===== src/rtl/bcd_display_scanner_pkg.sv =====
// rtl/bcd_display_scanner_pkg.sv - shared FSM encoding, glyph constants and scan defaults
package bcd_display_scanner_pkg;

  // 1 ms per digit slot at 50 MHz, with a short dark gap to stop ghosting
  localparam int DEFAULT_SCAN_PERIOD  = 50000;
  localparam int DEFAULT_BLANK_CYCLES = 500;

  // Scan FSM: each digit slot is a dark gap followed by the lit phase
  typedef enum logic [1:0] {
    U_BLANK = 2'd0,
    U_ON    = 2'd1,
    T_BLANK = 2'd2,
    T_ON    = 2'd3
  } scan_state_t;

  // Segment glyphs, active-low, bit order g f e d c b a = [6:0]
  localparam logic [6:0] SEG_0    = 7'h40;
  localparam logic [6:0] SEG_1    = 7'h79;
  localparam logic [6:0] SEG_2    = 7'h24;
  localparam logic [6:0] SEG_3    = 7'h30;
  localparam logic [6:0] SEG_4    = 7'h19;
  localparam logic [6:0] SEG_5    = 7'h12;
  localparam logic [6:0] SEG_6    = 7'h02;
  localparam logic [6:0] SEG_7    = 7'h78;
  localparam logic [6:0] SEG_8    = 7'h00;
  localparam logic [6:0] SEG_9    = 7'h10;
  localparam logic [6:0] SEG_DASH = 7'h3F;
  localparam logic [6:0] SEG_OFF  = 7'h7F;

  // Anode patterns, active-low, [0] units, [1] tens
  localparam logic [1:0] AN_OFF   = 2'b11;
  localparam logic [1:0] AN_UNITS = 2'b10;
  localparam logic [1:0] AN_TENS  = 2'b01;

  // A captured nibble outside 0..9 is not valid BCD
  function automatic logic bcd_invalid(input logic [3:0] nib);
    return nib > 4'd9;
  endfunction

endpackage


===== src/rtl/bcd_to_7seg.sv =====
// rtl/bcd_to_7seg.sv - combinational BCD nibble to active-low 7-segment glyph
module bcd_to_7seg
  import bcd_display_scanner_pkg::*;
(
  input  logic [3:0] digit,
  output logic [6:0] seg
);

  // Standard 0-9 glyphs; anything above 9 shows a dash so bad data is visible
  always_comb begin
    seg = SEG_DASH;
    case (digit)
      4'd0:    seg = SEG_0;
      4'd1:    seg = SEG_1;
      4'd2:    seg = SEG_2;
      4'd3:    seg = SEG_3;
      4'd4:    seg = SEG_4;
      4'd5:    seg = SEG_5;
      4'd6:    seg = SEG_6;
      4'd7:    seg = SEG_7;
      4'd8:    seg = SEG_8;
      4'd9:    seg = SEG_9;
      default: seg = SEG_DASH;
    endcase
  end

endmodule


===== src/rtl/bcd_display_scanner.sv =====
// rtl/bcd_display_scanner.sv - two-digit multiplexed 7-segment scanner with blanking gaps
module bcd_display_scanner
  import bcd_display_scanner_pkg::*;
#(
  parameter int SCAN_PERIOD   = DEFAULT_SCAN_PERIOD,
  parameter int BLANK_CYCLES  = DEFAULT_BLANK_CYCLES,
  parameter int BLANK_LEADING = 1
) (
  input  logic       CLK_50M,
  input  logic       RST,
  input  logic [7:0] bcd_in,
  input  logic       load,
  output logic [6:0] seg_out,
  output logic [1:0] an_out,
  output logic       err
);

  localparam int               CNT_W      = $clog2(SCAN_PERIOD);
  localparam logic [CNT_W-1:0] CNT_LAST   = CNT_W'(SCAN_PERIOD - 1);
  localparam logic [CNT_W-1:0] BLANK_LAST = CNT_W'(BLANK_CYCLES - 1);
  localparam logic [CNT_W-1:0] CNT_ONE    = CNT_W'(1);

  scan_state_t      state;
  scan_state_t      state_next;
  logic [CNT_W-1:0] scan_cnt;
  logic             cnt_wrap;
  logic [7:0]       held;
  logic [6:0]       units_seg;
  logic [6:0]       tens_seg;
  logic [6:0]       seg_next;
  logic [1:0]       an_next;
  logic             held_bad;

  assign cnt_wrap = (scan_cnt == CNT_LAST);
  assign held_bad = bcd_invalid(held[7:4]) || bcd_invalid(held[3:0]);

  bcd_to_7seg u_units_dec (
    .digit (held[3:0]),
    .seg   (units_seg)
  );

  bcd_to_7seg u_tens_dec (
    .digit (held[7:4]),
    .seg   (tens_seg)
  );

  // Free-running slot counter; independent of load so refresh rate stays fixed
  always_ff @(posedge CLK_50M or posedge RST) begin
    if (RST) begin
      scan_cnt <= '0;
    end else if (cnt_wrap) begin
      scan_cnt <= '0;
    end else begin
      scan_cnt <= scan_cnt + CNT_ONE;
    end
  end

  // Held digit pair; a load always wins, otherwise the value is kept
  always_ff @(posedge CLK_50M or posedge RST) begin
    if (RST) begin
      held <= 8'h00;
    end else if (load) begin
      held <= bcd_in;
    end
  end

  // Scan FSM state register
  always_ff @(posedge CLK_50M or posedge RST) begin
    if (RST) begin
      state <= U_BLANK;
    end else begin
      state <= state_next;
    end
  end

  // Next state: gap ends at BLANK_CYCLES-1, lit phase ends at counter wrap
  always_comb begin
    state_next = state;
    case (state)
      U_BLANK: if (scan_cnt == BLANK_LAST) state_next = U_ON;
      U_ON:    if (cnt_wrap)               state_next = T_BLANK;
      T_BLANK: if (scan_cnt == BLANK_LAST) state_next = T_ON;
      T_ON:    if (cnt_wrap)               state_next = U_BLANK;
      default:                             state_next = U_BLANK;
    endcase
  end

  // Output decode from the current state and held data, registered below
  always_comb begin
    seg_next = SEG_OFF;
    an_next  = AN_OFF;
    case (state)
      U_ON: begin
        an_next  = AN_UNITS;
        seg_next = units_seg;
      end
      T_ON: begin
        if ((BLANK_LEADING != 0) && (held[7:4] == 4'd0)) begin
          an_next  = AN_OFF;
          seg_next = SEG_OFF;
        end else begin
          an_next  = AN_TENS;
          seg_next = tens_seg;
        end
      end
      default: begin
        an_next  = AN_OFF;
        seg_next = SEG_OFF;
      end
    endcase
  end

  // Anode and segments are registered together so they can never disagree
  always_ff @(posedge CLK_50M or posedge RST) begin
    if (RST) begin
      an_out  <= AN_OFF;
      seg_out <= SEG_OFF;
    end else begin
      an_out  <= an_next;
      seg_out <= seg_next;
    end
  end

  // Sticky error: set the edge after an invalid nibble lands in the held register
  always_ff @(posedge CLK_50M or posedge RST) begin
    if (RST) begin
      err <= 1'b0;
    end else if (held_bad) begin
      err <= 1'b1;
    end
  end

endmodule

===== config.mk =====
export PLATFORM = sky130hd
export DESIGN_NAME = bcd_display_scanner
export DESIGN_NICKNAME = d
export VERILOG_FILES = /design/src/rtl/bcd_display_scanner_pkg.sv /design/src/rtl/bcd_to_7seg.sv /design/src/rtl/bcd_display_scanner.sv
export SDC_FILE = /design/constraint.sdc
export NUM_CORES = 1
export LEC_CHECK = 0
export CORE_MARGIN = 3
export CORE_UTILIZATION = 36
export DETAILED_ROUTE_END_ITERATION = 8
export HOLD_SLACK_MARGIN = 0.12
export PLACE_DENSITY_LB_ADDON = 0.12
export SYNTH_ARGS = -nofsm -noshare
export SYNTH_HDL_FRONTEND = slang
export SYNTH_HIERARCHICAL = 1
export SYNTH_SLANG_ARGS = --single-unit

===== constraint.sdc =====
create_clock -name CLK_50M -period 1.8 [get_ports CLK_50M]
set_input_delay 0.36 -clock CLK_50M [delete_from_list [all_inputs] [get_ports CLK_50M]]
set_output_delay 0.36 -clock CLK_50M [all_outputs]
set_load 0.1 [all_outputs]

==> impl_metrics.json <==
{
  "status": "complete, but fails checks",
  "violations": "negative setup slack",
  "seq_area_um2": 912.1,
  "required_ns": 1.98,
  "rows": 27,
  "finalMaxSlewViolations": 0,
  "yosysMostFrequentCell": "dfrtp_1",
  "clkTransAtPathRegs_ns": 0.08,
  "maxCapViolCount": 0,
  "avgSynthCellArea_um2": 10.16,
  "post-route-period-util_pct": 108.2,
  "fin_cells": 329,
  "drtAntennaViolNets": 0,
  "start_util_pct": 37.99,
  "cp-start-kind": "flop",
  "synth_compound_area_share_pct": 8.581,
  "synthXorXnorAreaFrac_pct": 5.312,
  "path_max_fanout": 4,
  "ys_types": 46,
  "worst_hold_slack_ns": 0.4165,
  "reg2reg_slack_ns": -0.15,
  "finalHoldViolCount": 0,
  "ys_seq_elements": 36,
  "firstDrtPassIters": 4,
  "port-buffer-count": 20,
  "placed_cells": 320,
  "max_slew_margin_pct": 72.31,
  "synth_area_mm2": 0.002143,
  "die_x_um": 83.16,
  "hold_buffers": 0,
  "muxShareOfSynthArea_pct": 5.838,
  "core_mm2": 0.005642,
  "drtIter0Drc": 54,
  "via_count": 1592,
  "worstSetupPathType": "reg -> reg",
  "synthFlopType": "dfrtp_1",
  "cts_buffers": 5,
  "die_h_um": 83.16,
  "overflow": 0,
  "ys_async_sr_fraction_pct": 100.0,
  "routed_wl_um": 4117,
  "num_io_pins": 21,
  "cts_tree": "yes",
  "grt_pass1_vias": 1524,
  "via_per_inst": 4.839,
  "syn_inst": 211,
  "n_fill_cell": 513,
  "crit_arrival_ns": 2.12,
  "fin_setup_tns_ns": -0.2314,
  "clock_skew_ns": 0.01085,
  "layout-drive-gt1-share_pct": 29.57,
  "worst_ir_drop_vdd_mv": 0.3342,
  "setup_viol": 2,
  "synth.area.top_cells": "dfrtp_1, dfstp_2, ha_1",
  "cts.sinks": 36,
  "synth_top_family_by_area": "simple AND/OR/NAND/NOR gates",
  "synth_edf_count": 0,
  "power_density_mw_per_mm2": 600.7,
  "antennaDiodeCount": 0,
  "final_nets": 282,
  "fmaxAchievable_ghz": 0.5134,
  "utilization_pct": 49.70,
  "clockBufferDepth": 2,
  "reg2reg_depth": 5,
  "htree_levels": 2,
  "fin_crit_ns": 1.948,
  "worst_slew_pin_slew_ns": 0.4154,
  "synth_common_cells": "dfrtp_1, nor2_1, ha_1, nand2_1, inv_1",
  "yosysTopAreaCell": "dfrtp_1",
  "multi_input_area_mm2": 0.001145,
  "globalplace.congestion": 0.7575,
  "drc": 0,
  "end_kind": "flop",
  "cts-root-buf": "clkbuf_8",
  "rsz0062_at_grt": "true",
  "grt_pass1_wl_um": 7113,
  "grt_usage_pct": 12.52,
  "synth_simple_gate_area_share_pct": 23.64,
  "p_leak_nw": 1.271,
  "grt_start_max_net_pins": 37,
  "insertion_delay_ns": 0.29,
  "routedWlPerCell_um": 12.51,
  "ys_seq_area_share_pct": 42.56,
  "antenna_found_initial": 0,
  "dpl.hpwl_um": 3129,
  "dieArea_mm2": 0.006916,
  "synth_warnings": 6,
  "setup_ws_ns": -0.1477,
  "synthAdderAreaFrac_pct": 8.757,
  "synth_nets": 237,
  "syn2layout_area_growth_pct": 30.82,
  "netlist.area_leader.share_pct": 31.52,
  "hp-class": "in -> async"
}
area by class of cell:
cell class	instances	area share, %
Multi-Input combinational cell	153	40.83
Sequential cell	36	32.53
Timing Repair Buffer	47	18.38
Tap cell	72	3.213
Clock buffer	6	2.945
Inverter	13	1.740
Clock inverter	2	0.3570
stage by stage:
step / area (um2) / total power (W) / setup slack, ns
floorplan: 2152 / 0.001046 / -0.1470
global placement: 2685 / 0.001103 / -0.08134
detailed placement: 2685 / 0.001107 / -0.1080
CTS: 2785 / 0.001719 / -0.1209
global route: 2804 / 0.001780 / -0.1939
finish: 2804 / 0.001684 / -0.1477
cell families (layout without fill, tap and decap cells):
group | after synthesis | count (layout)
mux | 11 | 11
fa+ha+maj | 15 | 15
compound gates | 30 | 30
flops | 36 | 36
buf+inv | 22 | 68
xor+xnor | 13 | 13
simple gates | 84 | 84
state kept, by name, summed over array words and instances (netlist names):
signal and cells:
state 2, held 8, scan_cnt 16, seg_out 7, err 1, an_out 2
repair_timing:
item	in CTS	in global routing
endpoints found under the setup margin	2	2
resized for setup	0	2
buffers inserted	1	0
placed cells by master (no fill, tap or decap), drive strengths merged, types with 4 or more instances in the layout:
cell type / instances
a21oi: 5
a22oi: 5
and2b: 4
buf: 37
clkbuf: 6
clkdlybuf4s50: 10
dfrtp: 27
dfstp: 9
ha: 15
inv: 13
mux2: 9
nand2: 15
nand3: 12
nor2: 16
nor4: 4
o21ai: 12
xnor2: 7
xor2: 6
power breakdown:
group,total [W],internal [W],switching [W]
sequential,0.000865,0.000827,0.0000381
combinational,0.000224,0.000119,0.000105
clock,0.000595,0.000305,0.000290
critical path, cell delays in order (launching register included):
cell and delay (ns):
dfrtp_1 0.36, ha_2 0.18, or3b_4 0.39, or4_4 0.47
o2bb2ai_4 0.14, mux2_4 0.29
per-layer routing:
| metal | global-route usage [%] | part of all wire [%] | wire length [um] | up-vias |
|---|---|---|---|---|
| met2 | 18.15 | 44 | 1792 | 26 |
| met1 | 17.93 | 51 | 2101 | 739 |
| met4 | 5.795 | 2.5 | 102 | 0 |
| met3 | 2.381 | 2.9 | 121 | 10 |
| li1 | - | - | - | 817 |
| met5 | 0 | 0 | 0 | - |
final timing paths:
check                                            from                     to
worst min-delay path                              RST  scan_cnt[8]$_DFF_PP0_
worst max-delay path            scan_cnt[1]$_DFF_PP0_   state[1]$_DFFE_PP0P_
max in group asynchronous                         RST   seg_out[5]$_DFF_PP1_
worst max register to register  scan_cnt[1]$_DFF_PP0_   state[1]$_DFFE_PP0P_
min in group CLK_50M            scan_cnt[0]$_DFF_PP0_  scan_cnt[0]$_DFF_PP0_
worst min register to register  scan_cnt[0]$_DFF_PP0_  scan_cnt[0]$_DFF_PP0_
No activity file was read; power rests on OpenSTA's default activity.
